## src/rtl/seq_bin2bcd_converter_if.sv

```systemverilog
// Handshake and result bundle for seq_bin2bcd_converter.
// The master side drives start and data. The slave side returns the status and the BCD result.
interface seq_bin2bcd_converter_if #(
    parameter int INPUT_BIT_WIDTH     = 8,
    parameter int OUTPUT_DIGITS_COUNT = 3
);
    logic                               start_i;
    logic [INPUT_BIT_WIDTH-1:0]         data_i;
    logic                               busy_o;
    logic                               done_o;
    logic [4*OUTPUT_DIGITS_COUNT-1:0]   bcd_o;
    logic                               negative_o;
    logic                               overflow_o;

    modport master (
        output start_i, data_i,
        input  busy_o, done_o, bcd_o, negative_o, overflow_o
    );

    modport slave (
        input  start_i, data_i,
        output busy_o, done_o, bcd_o, negative_o, overflow_o
    );
endinterface

```

## src/rtl/seq_bin2bcd_converter.sv

```systemverilog
// Sequential double-dabble binary-to-BCD converter that processes one input bit per clock.
// It has a signed-magnitude mode and a sticky overflow flag for values too wide for the digit count.
module seq_bin2bcd_converter #(
    parameter int INPUT_BIT_WIDTH     = 8,
    parameter int OUTPUT_DIGITS_COUNT = 3,
    parameter int SIGNED_MODE         = 0
) (
    input  logic                   clk_i,
    input  logic                   rst_ni,
    seq_bin2bcd_converter_if.slave bus
);
    localparam int W  = INPUT_BIT_WIDTH;
    localparam int D  = OUTPUT_DIGITS_COUNT;
    localparam int BW = 4 * D;
    localparam int CW = (W > 2) ? $clog2(W) : 1;

    typedef enum logic [1:0] {S_IDLE, S_SHIFT, S_FINISH} state_e;

    state_e          state_q, state_d;
    logic [W-1:0]    shift_q;
    logic [BW-1:0]   bcd_q;
    logic [BW-1:0]   out_q;
    logic [CW-1:0]   cnt_q;
    logic            carry_q;
    logic            sign_q;
    logic            neg_q;
    logic            ovf_q;
    logic            done_q;

    logic            start_ok;
    logic            last_shift;
    logic            in_neg;
    logic [W-1:0]    mag;
    logic [BW-1:0]   bcd_adj;
    logic            busy;

    assign start_ok   = (state_q == S_IDLE) && bus.start_i;
    assign last_shift = (cnt_q == CW'(W - 1));

    // The most negative input negates to itself. Read as unsigned, that is exactly 2**(W-1).
    assign in_neg = (SIGNED_MODE != 0) && bus.data_i[W-1];
    assign mag    = in_neg ? -bus.data_i : bus.data_i;

    genvar gi;
    generate
        for (gi = 0; gi < D; gi++) begin : g_digit
            assign bcd_adj[4*gi +: 4] = (bcd_q[4*gi +: 4] >= 4'd5) ? bcd_q[4*gi +: 4] + 4'd3
                                                                   : bcd_q[4*gi +: 4];
        end
    endgenerate

    always_ff @(posedge clk_i or negedge rst_ni) begin
        if (!rst_ni) begin
            state_q <= S_IDLE;
        end else begin
            state_q <= state_d;
        end
    end

    always_comb begin
        state_d = state_q;
        case (state_q)
            S_IDLE:   if (start_ok) state_d = S_SHIFT;
            S_SHIFT:  if (last_shift) state_d = S_FINISH;
            S_FINISH: state_d = S_IDLE;
            default:  state_d = S_IDLE;
        endcase
    end

    always_comb begin
        busy = 1'b0;
        if (state_q != S_IDLE) busy = 1'b1;
    end

    always_ff @(posedge clk_i or negedge rst_ni) begin
        if (!rst_ni) begin
            shift_q <= '0;
            bcd_q   <= '0;
            out_q   <= '0;
            cnt_q   <= '0;
            carry_q <= 1'b0;
            sign_q  <= 1'b0;
            neg_q   <= 1'b0;
            ovf_q   <= 1'b0;
            done_q  <= 1'b0;
        end else begin
            done_q <= 1'b0;
            case (state_q)
                S_IDLE: begin
                    if (start_ok) begin
                        shift_q <= mag;
                        sign_q  <= in_neg;
                        bcd_q   <= '0;
                        carry_q <= 1'b0;
                        cnt_q   <= '0;
                    end
                end
                S_SHIFT: begin
                    // A bit shifted out of the top digit means the value is at least 10**D.
                    bcd_q   <= {bcd_adj[BW-2:0], shift_q[W-1]};
                    shift_q <= {shift_q[W-2:0], 1'b0};
                    carry_q <= carry_q | bcd_adj[BW-1];
                    cnt_q   <= cnt_q + 1'b1;
                end
                S_FINISH: begin
                    out_q  <= bcd_q;
                    neg_q  <= sign_q;
                    ovf_q  <= carry_q;
                    done_q <= 1'b1;
                end
                default: ;
            endcase
        end
    end

    assign bus.busy_o     = busy;
    assign bus.done_o     = done_q;
    assign bus.bcd_o      = out_q;
    assign bus.negative_o = neg_q;
    assign bus.overflow_o = ovf_q;
endmodule

```

## src/flat_wrapper.sv

```systemverilog
// flat-port wrapper written by rule: the top's interface ports become plain ports
module seq_bin2bcd_converter_flat 
#(
    parameter int INPUT_BIT_WIDTH     = 8,
    parameter int OUTPUT_DIGITS_COUNT = 3,
    parameter int SIGNED_MODE         = 0
)
  (clk_i, rst_ni, bus_start_i, bus_data_i, bus_busy_o, bus_done_o, bus_bcd_o, bus_negative_o, bus_overflow_o);
  seq_bin2bcd_converter_if #(.INPUT_BIT_WIDTH(INPUT_BIT_WIDTH), .OUTPUT_DIGITS_COUNT(OUTPUT_DIGITS_COUNT)) bus_i ();
  input  logic clk_i;
  input  logic rst_ni;
  input wire logic [$bits(bus_i.start_i)-1:0] bus_start_i;
  input wire logic [$bits(bus_i.data_i)-1:0] bus_data_i;
  output wire logic [$bits(bus_i.busy_o)-1:0] bus_busy_o;
  output wire logic [$bits(bus_i.done_o)-1:0] bus_done_o;
  output wire logic [$bits(bus_i.bcd_o)-1:0] bus_bcd_o;
  output wire logic [$bits(bus_i.negative_o)-1:0] bus_negative_o;
  output wire logic [$bits(bus_i.overflow_o)-1:0] bus_overflow_o;
  assign bus_i.start_i = bus_start_i;
  assign bus_i.data_i = bus_data_i;
  assign bus_busy_o = bus_i.busy_o;
  assign bus_done_o = bus_i.done_o;
  assign bus_bcd_o = bus_i.bcd_o;
  assign bus_negative_o = bus_i.negative_o;
  assign bus_overflow_o = bus_i.overflow_o;
  seq_bin2bcd_converter #(.INPUT_BIT_WIDTH(INPUT_BIT_WIDTH), .OUTPUT_DIGITS_COUNT(OUTPUT_DIGITS_COUNT), .SIGNED_MODE(SIGNED_MODE)) u_core (.clk_i(clk_i), .rst_ni(rst_ni), .bus(bus_i));
endmodule
```

## config.mk

```make
export PLATFORM = sky130hd
export DESIGN_NAME = seq_bin2bcd_converter_flat
export DESIGN_NICKNAME = d
export VERILOG_FILES = /design/src/rtl/seq_bin2bcd_converter_if.sv /design/src/rtl/seq_bin2bcd_converter.sv /design/src/flat_wrapper.sv
export SDC_FILE = /design/constraint.sdc
export NUM_CORES = 1
export LEC_CHECK = 0
export ABC_AREA = 1
export ABC_CLOCK_PERIOD_IN_PS = 1800
export BUFFER_PORTS_ARGS = -buffer_cell sky130_fd_sc_hd__buf_2
export CORE_MARGIN = 2
export CORE_UTILIZATION = 30
export CTS_BUF_LIST = sky130_fd_sc_hd__clkbuf_16
export DETAILED_ROUTE_END_ITERATION = 12
export GPL_ROUTABILITY_DRIVEN = 0
export SLEW_MARGIN = 20
export SYNTH_ARGS = -nofsm -noshare
export SYNTH_HDL_FRONTEND = slang
export SYNTH_SLANG_ARGS = --single-unit
```

## constraint.sdc

```tcl
create_clock -name clk_i -period 1.8 [get_ports clk_i]
set_input_delay 0.36 -clock clk_i [delete_from_list [all_inputs] [get_ports clk_i]]
set_output_delay 0.36 -clock clk_i [all_outputs]
set_load 0.01 [all_outputs]
```

Word level (Yosys, flattened, before mapping) --
Index checks and enable logic that the tools add are counted.
Storage, ports and cells: logic and storage cells 43, output and inout port bits 16, register bits 40, input bits 11
Cells by class: bitwise logic cells 1, mux-type cells 16, eq/ne operators 5, $add $sub $neg 4, magnitude comparators 3, reductions and logical operators 6
Operator list (number):
- one-hot mux 12 bit (2 select lines) | 1
- one-hot mux 8 bit (2 select lines) | 1
- adder 4 x 2 -> 4 bit (second input constant) | 3
- greater-or-equal comparator 4 x 3 -> 1 bit (second input constant) | 3
- 2-to-1 mux 12 bit | 1
- 2-to-1 mux 4 bit | 3
- 2-to-1 mux 8 bit | 1
- one-hot mux 3 bit (2 select lines) | 1
- 2-to-1 mux 2 bit | 2
- != test 2 x 1 -> 1 bit (second input constant) | 2
- one-hot mux 2 bit (2 select lines) | 1
- AND reduction 2 bit | 2
- nonzero test 2 bit | 2
- adder 3 x 1 -> 3 bit (second input constant) | 1
- == test 3 bit (second input constant) | 1
- 2-to-1 mux 1 bit | 3
- 2-to-1 mux 3 bit | 1
- == test 2 x 1 -> 1 bit (second input constant) | 1
- == test 2 bit (second input constant) | 1
- zero test 2 bit | 1
- one-hot mux 1 bit (2 select lines) | 1
- logical AND 1 bit | 1
- OR 1 bit | 1

Depth between registers and ports, before layout --
depth after elaboration 4, mapped depth 9, depth with buffers taken out 9

Worst setup path after synthesis --
Ideal clock, no wire load.
path type flip-flop to flip-flop, start point register u_core.cnt_q[0], end point register u_core.cnt_q[2], library setup time 0.121 ns, cell stages (with the launch flop) 4, data arrival time 1.031 ns, slack 0.648 ns, path through dfrtp_1 -> ha_1 -> ha_1 -> a22o_1
Between the ends: cells in the longest elaborated chain, start to end 2
Ends and longest elaborated chain:
- start: declaration | RTL line seq_bin2bcd_converter.sv:23 | logic [CW-1:0] cnt_q;
- start signal: assignment | RTL line seq_bin2bcd_converter.sv:103 | cnt_q <= cnt_q + 1'b1;
- adder 3 x 1 -> 3 bit | RTL line seq_bin2bcd_converter.sv:103
- one-hot mux 3 bit (2 select lines) | RTL line seq_bin2bcd_converter.sv:88 | case (state_q)
No other way between the ends. A chain may end at the register's enable or synchronous reset.

Worst setup path after layout --
start point register u_core.state_q[0], end point output port bus_busy_o
Between the ends: cells in the longest elaborated chain, start to end 2
Ends and longest elaborated chain:
- start: declaration | RTL line seq_bin2bcd_converter.sv:19 | state_e state_q, state_d;
- start signal: assignment | RTL line seq_bin2bcd_converter.sv:56 | state_q <= state_d;
- nonzero test 2 bit | RTL line seq_bin2bcd_converter.sv:72 | if (state_q != S_IDLE) busy = 1'b1;
- 2-to-1 mux 1 bit | RTL line seq_bin2bcd_converter.sv:72
- end: declaration | RTL line flat_wrapper.sv:14 | output wire logic [$bits(bus_i.busy_o)-1:0] bus_busy_o;
No other way between the ends.

==> impl_metrics.ini <==
[placement]
dp_hpwl_mm = 2.72
dp_slack_ns = 0.483
io_buffers = 25
placed_area_sq_mm = 0.00210

[timing]
fin_crit_sh = 0.857
slew_violations = 0
rsz0062_at_grt = no
period_minus_slack_ns = 1.54
setup_ws_ns = 0.257
tightest_slew_ns = 0.504
finalSetupViolations = 0
max_freq_mhz = 648
finalHoldViolCount = 0
fin_skew_ns = 0.00290
final.setup.tns_ns = 0
slew-limit-headroom = 0.664

[cts]
clockBufferDepth = 2
cts_root_buf = clkbuf_16
worstSkewPairLatency_ns = 0.28
cts_max_level = 2
postCtsHoldBufs = 0
cts_buffers = 5
cts_resized = 0
cts.reportedPaths.clkPinSlew_ns = 0.06
clock_sinks = 40
cts_setup_buffers = 0
cts_tree = built

[finish]
layout-drive-gt1-share = 0.156
final_core_util = 0.356
fin_nets = 269
diodes = 0
synthToLayoutAreaGrowth_pct = 16.6
final_area_sq_mm = 0.00223

[synth]
yosysWarnings = 0
yosys-top-cells-area = dfrtp_1, nand2_1, o21ai_0
synthesis.area_sq_mm = 0.00191
yosysSeqAreaShare = 0.523
ys_ff_latch = 40
yosys.area.top_type_share = 0.523
syn_nets = 241
yosys.cell_types.count = 25
avgSynthCellArea_sq_um = 8.62
synth_cells = 222
synth_top_area_cell = dfrtp_1

[die]
die_w_microns = 83.9
start_util = 0.305
core_sq_mm = 0.00628
fp.dieH_microns = 83.9
die-area_sq_mm = 0.00704
std_cell_rows = 29
io-pin-count = 27

[setup_path]
r2r-end = u_core.shift_q[6]
r2r-start = u_core.state_q[1]
crit_fanout = 6
startpoint_type = flop
worstSetupPathType = reg2out
reg2reg_slack_ns = 0.49
crit_path_end_kind = output port
crit_required_ns = 1.44
reg2regPathDepth = 5
critical_path_arrival_ns = 1.18

[drt]
avgRoutedWirePerCell_microns = 11.9
dr.first_iter.drc_count = 133
dr.pass1.iters = 4
final_antenna_net_count = 0
remaining_drc_errors = 0
drt-vias-per-instance = 4.57
num_vias = 1493
wl_mm = 3.88

[global_routing]
first_global_vias = 1497
grt_overflow = 0
grt_pass1_wl_mm = 6.73
grt_max_degree = 25
grt_use_total = 0.117
antenna_found_initial = 0

[flow_run]
cap_viol_max_count = 0

[pwr]
peakVddDrop_mv = 0.591
total_power_mw = 4.06
p_leak_nw = 1.15
power.density_mw_per_mm2 = 1820

[status]
status = complete, no violations

[hold_path]
min_path_type = in2async
==> cells by family after synthesis <==
family	after synthesis	share of synthesized area
and+or+nand+nor	108	0.241
DFF	40	0.523
AOI/OAI and AO/OA	37	0.108
buffers and inverters	28	0.0732
adders and majority gates	8	0.0523
other	1	0.00196
==> per-stage QoR <==
stage | hold WS, ns | cells
6_report | 0.0449 | 327
2_1_floorplan | 0.0644 | 222
4_1_cts | 0.0643 | 327
5_1_grt | 0.0867 | 327
3_5_place_dp | 0.363 | 320
3_3_place_gp | 0.359 | 320
==> area by class of cell <==
| class | instances | area, sq um |
|---|---|---|
| Fill cell | 660 | 4050 |
| Sequential cell | 40 | 1000 |
| Multi-Input combinational cell | 154 | 773 |
| Timing Repair Buffer | 28 | 148 |
| Clock buffer | 5 | 125 |
| Tap cell | 77 | 96.3 |
| Inverter | 21 | 81.3 |
| Clock inverter | 2 | 7.51 |
==> routing by layer <==
layer | global-route usage | up-vias | share of wire | wire length [microns]
li1 | - | 774 | - | -
met1 | 0.164 | 688 | 0.53 | 2050
met2 | 0.175 | 26 | 0.42 | 1650
met3 | 0.0257 | 5 | 0.036 | 139
met4 | 0.0484 | 0 | 0.012 | 46
met5 | 0 | - | 0 | 0
==> power breakdown <==
group / leakage (nW) / switching (mW) / total, mW / internal, mW
clock network: 0.0648 / 0.333 / 0.829 / 0.496
logic: 0.584 / 1.04 / 1.67 / 0.637
registers: 0.496 / 0.260 / 1.55 / 1.29
==> registers in the layout, indices dropped and copies added, names as in the netlist <==
signal / count
u_core.bcd_q: 12
u_core.cnt_q: 3
u_core.shift_q: 8
u_core.bus.bcd_o: 12
u_core.state_q: 2
u_core.bus.overflow_o: 1
u_core.bus.done_o: 1
u_core.carry_q: 1
==> synthesized netlist by cell type (all sizes together) <==
| cell type | n |
|---|---|
| nor2 | 7 |
| o21ai | 28 |
| a22o | 2 |
| nand3 | 17 |
| conb | 1 |
| o211ai | 3 |
| nand4 | 4 |
| dfrtp | 40 |
| ha | 8 |
| inv | 21 |
| a21oi | 1 |
| o22ai | 3 |
| or2 | 3 |
| buf | 7 |
| nand2 | 77 |
==> how the worst max path moves through the flow <==
stage	start	slack, ns	endpoint	cells past startpoint
6_report	u_core.state_q[0]	0.26	bus_busy_o	3
5_1_grt	u_core.state_q[0]	0.18	bus_busy_o	3
4_1_cts	u_core.state_q[0]	0.25	bus_busy_o	3
3_5_place_dp	u_core.state_q[1]	0.48	u_core.shift_q[6]	5
3_3_place_gp	u_core.state_q[1]	0.48	u_core.shift_q[2]	6
2_1_floorplan	u_core.cnt_q[0]	0.65	u_core.cnt_q[2]	3
==> critical path, cell delays in order, from the launching register on <==
cell and delay, ns:
dfrtp_1 0.48, nor2_1 0.23, inv_1 0.06, buf_2 0.13
==> cell usage in the layout, fill, tap and decap left out <==
| cell type | n |
|---|---|
| nand2_1 | 75 |
| buf_4 | 3 |
| ha_1 | 8 |
| nand3_1 | 17 |
| inv_2 | 1 |
| buf_2 | 25 |
| inv_4 | 1 |
| o22ai_1 | 3 |
| o211ai_1 | 3 |
| o21ai_1 | 6 |
| dfrtp_1 | 40 |
| clkbuf_16 | 5 |
| nand2_2 | 1 |
| a22o_1 | 2 |
| o21ai_2 | 1 |
| or2_0 | 2 |
| nor2_1 | 6 |
| o21ai_0 | 21 |
| nand4_1 | 4 |
| nand2_4 | 1 |
| a21oi_1 | 1 |
| nor2_4 | 1 |
| conb_1 | 1 |
| or2_1 | 1 |
| clkinv_1 | 2 |
| inv_1 | 19 |
Note: power is estimated with default switching activity, not from simulation.
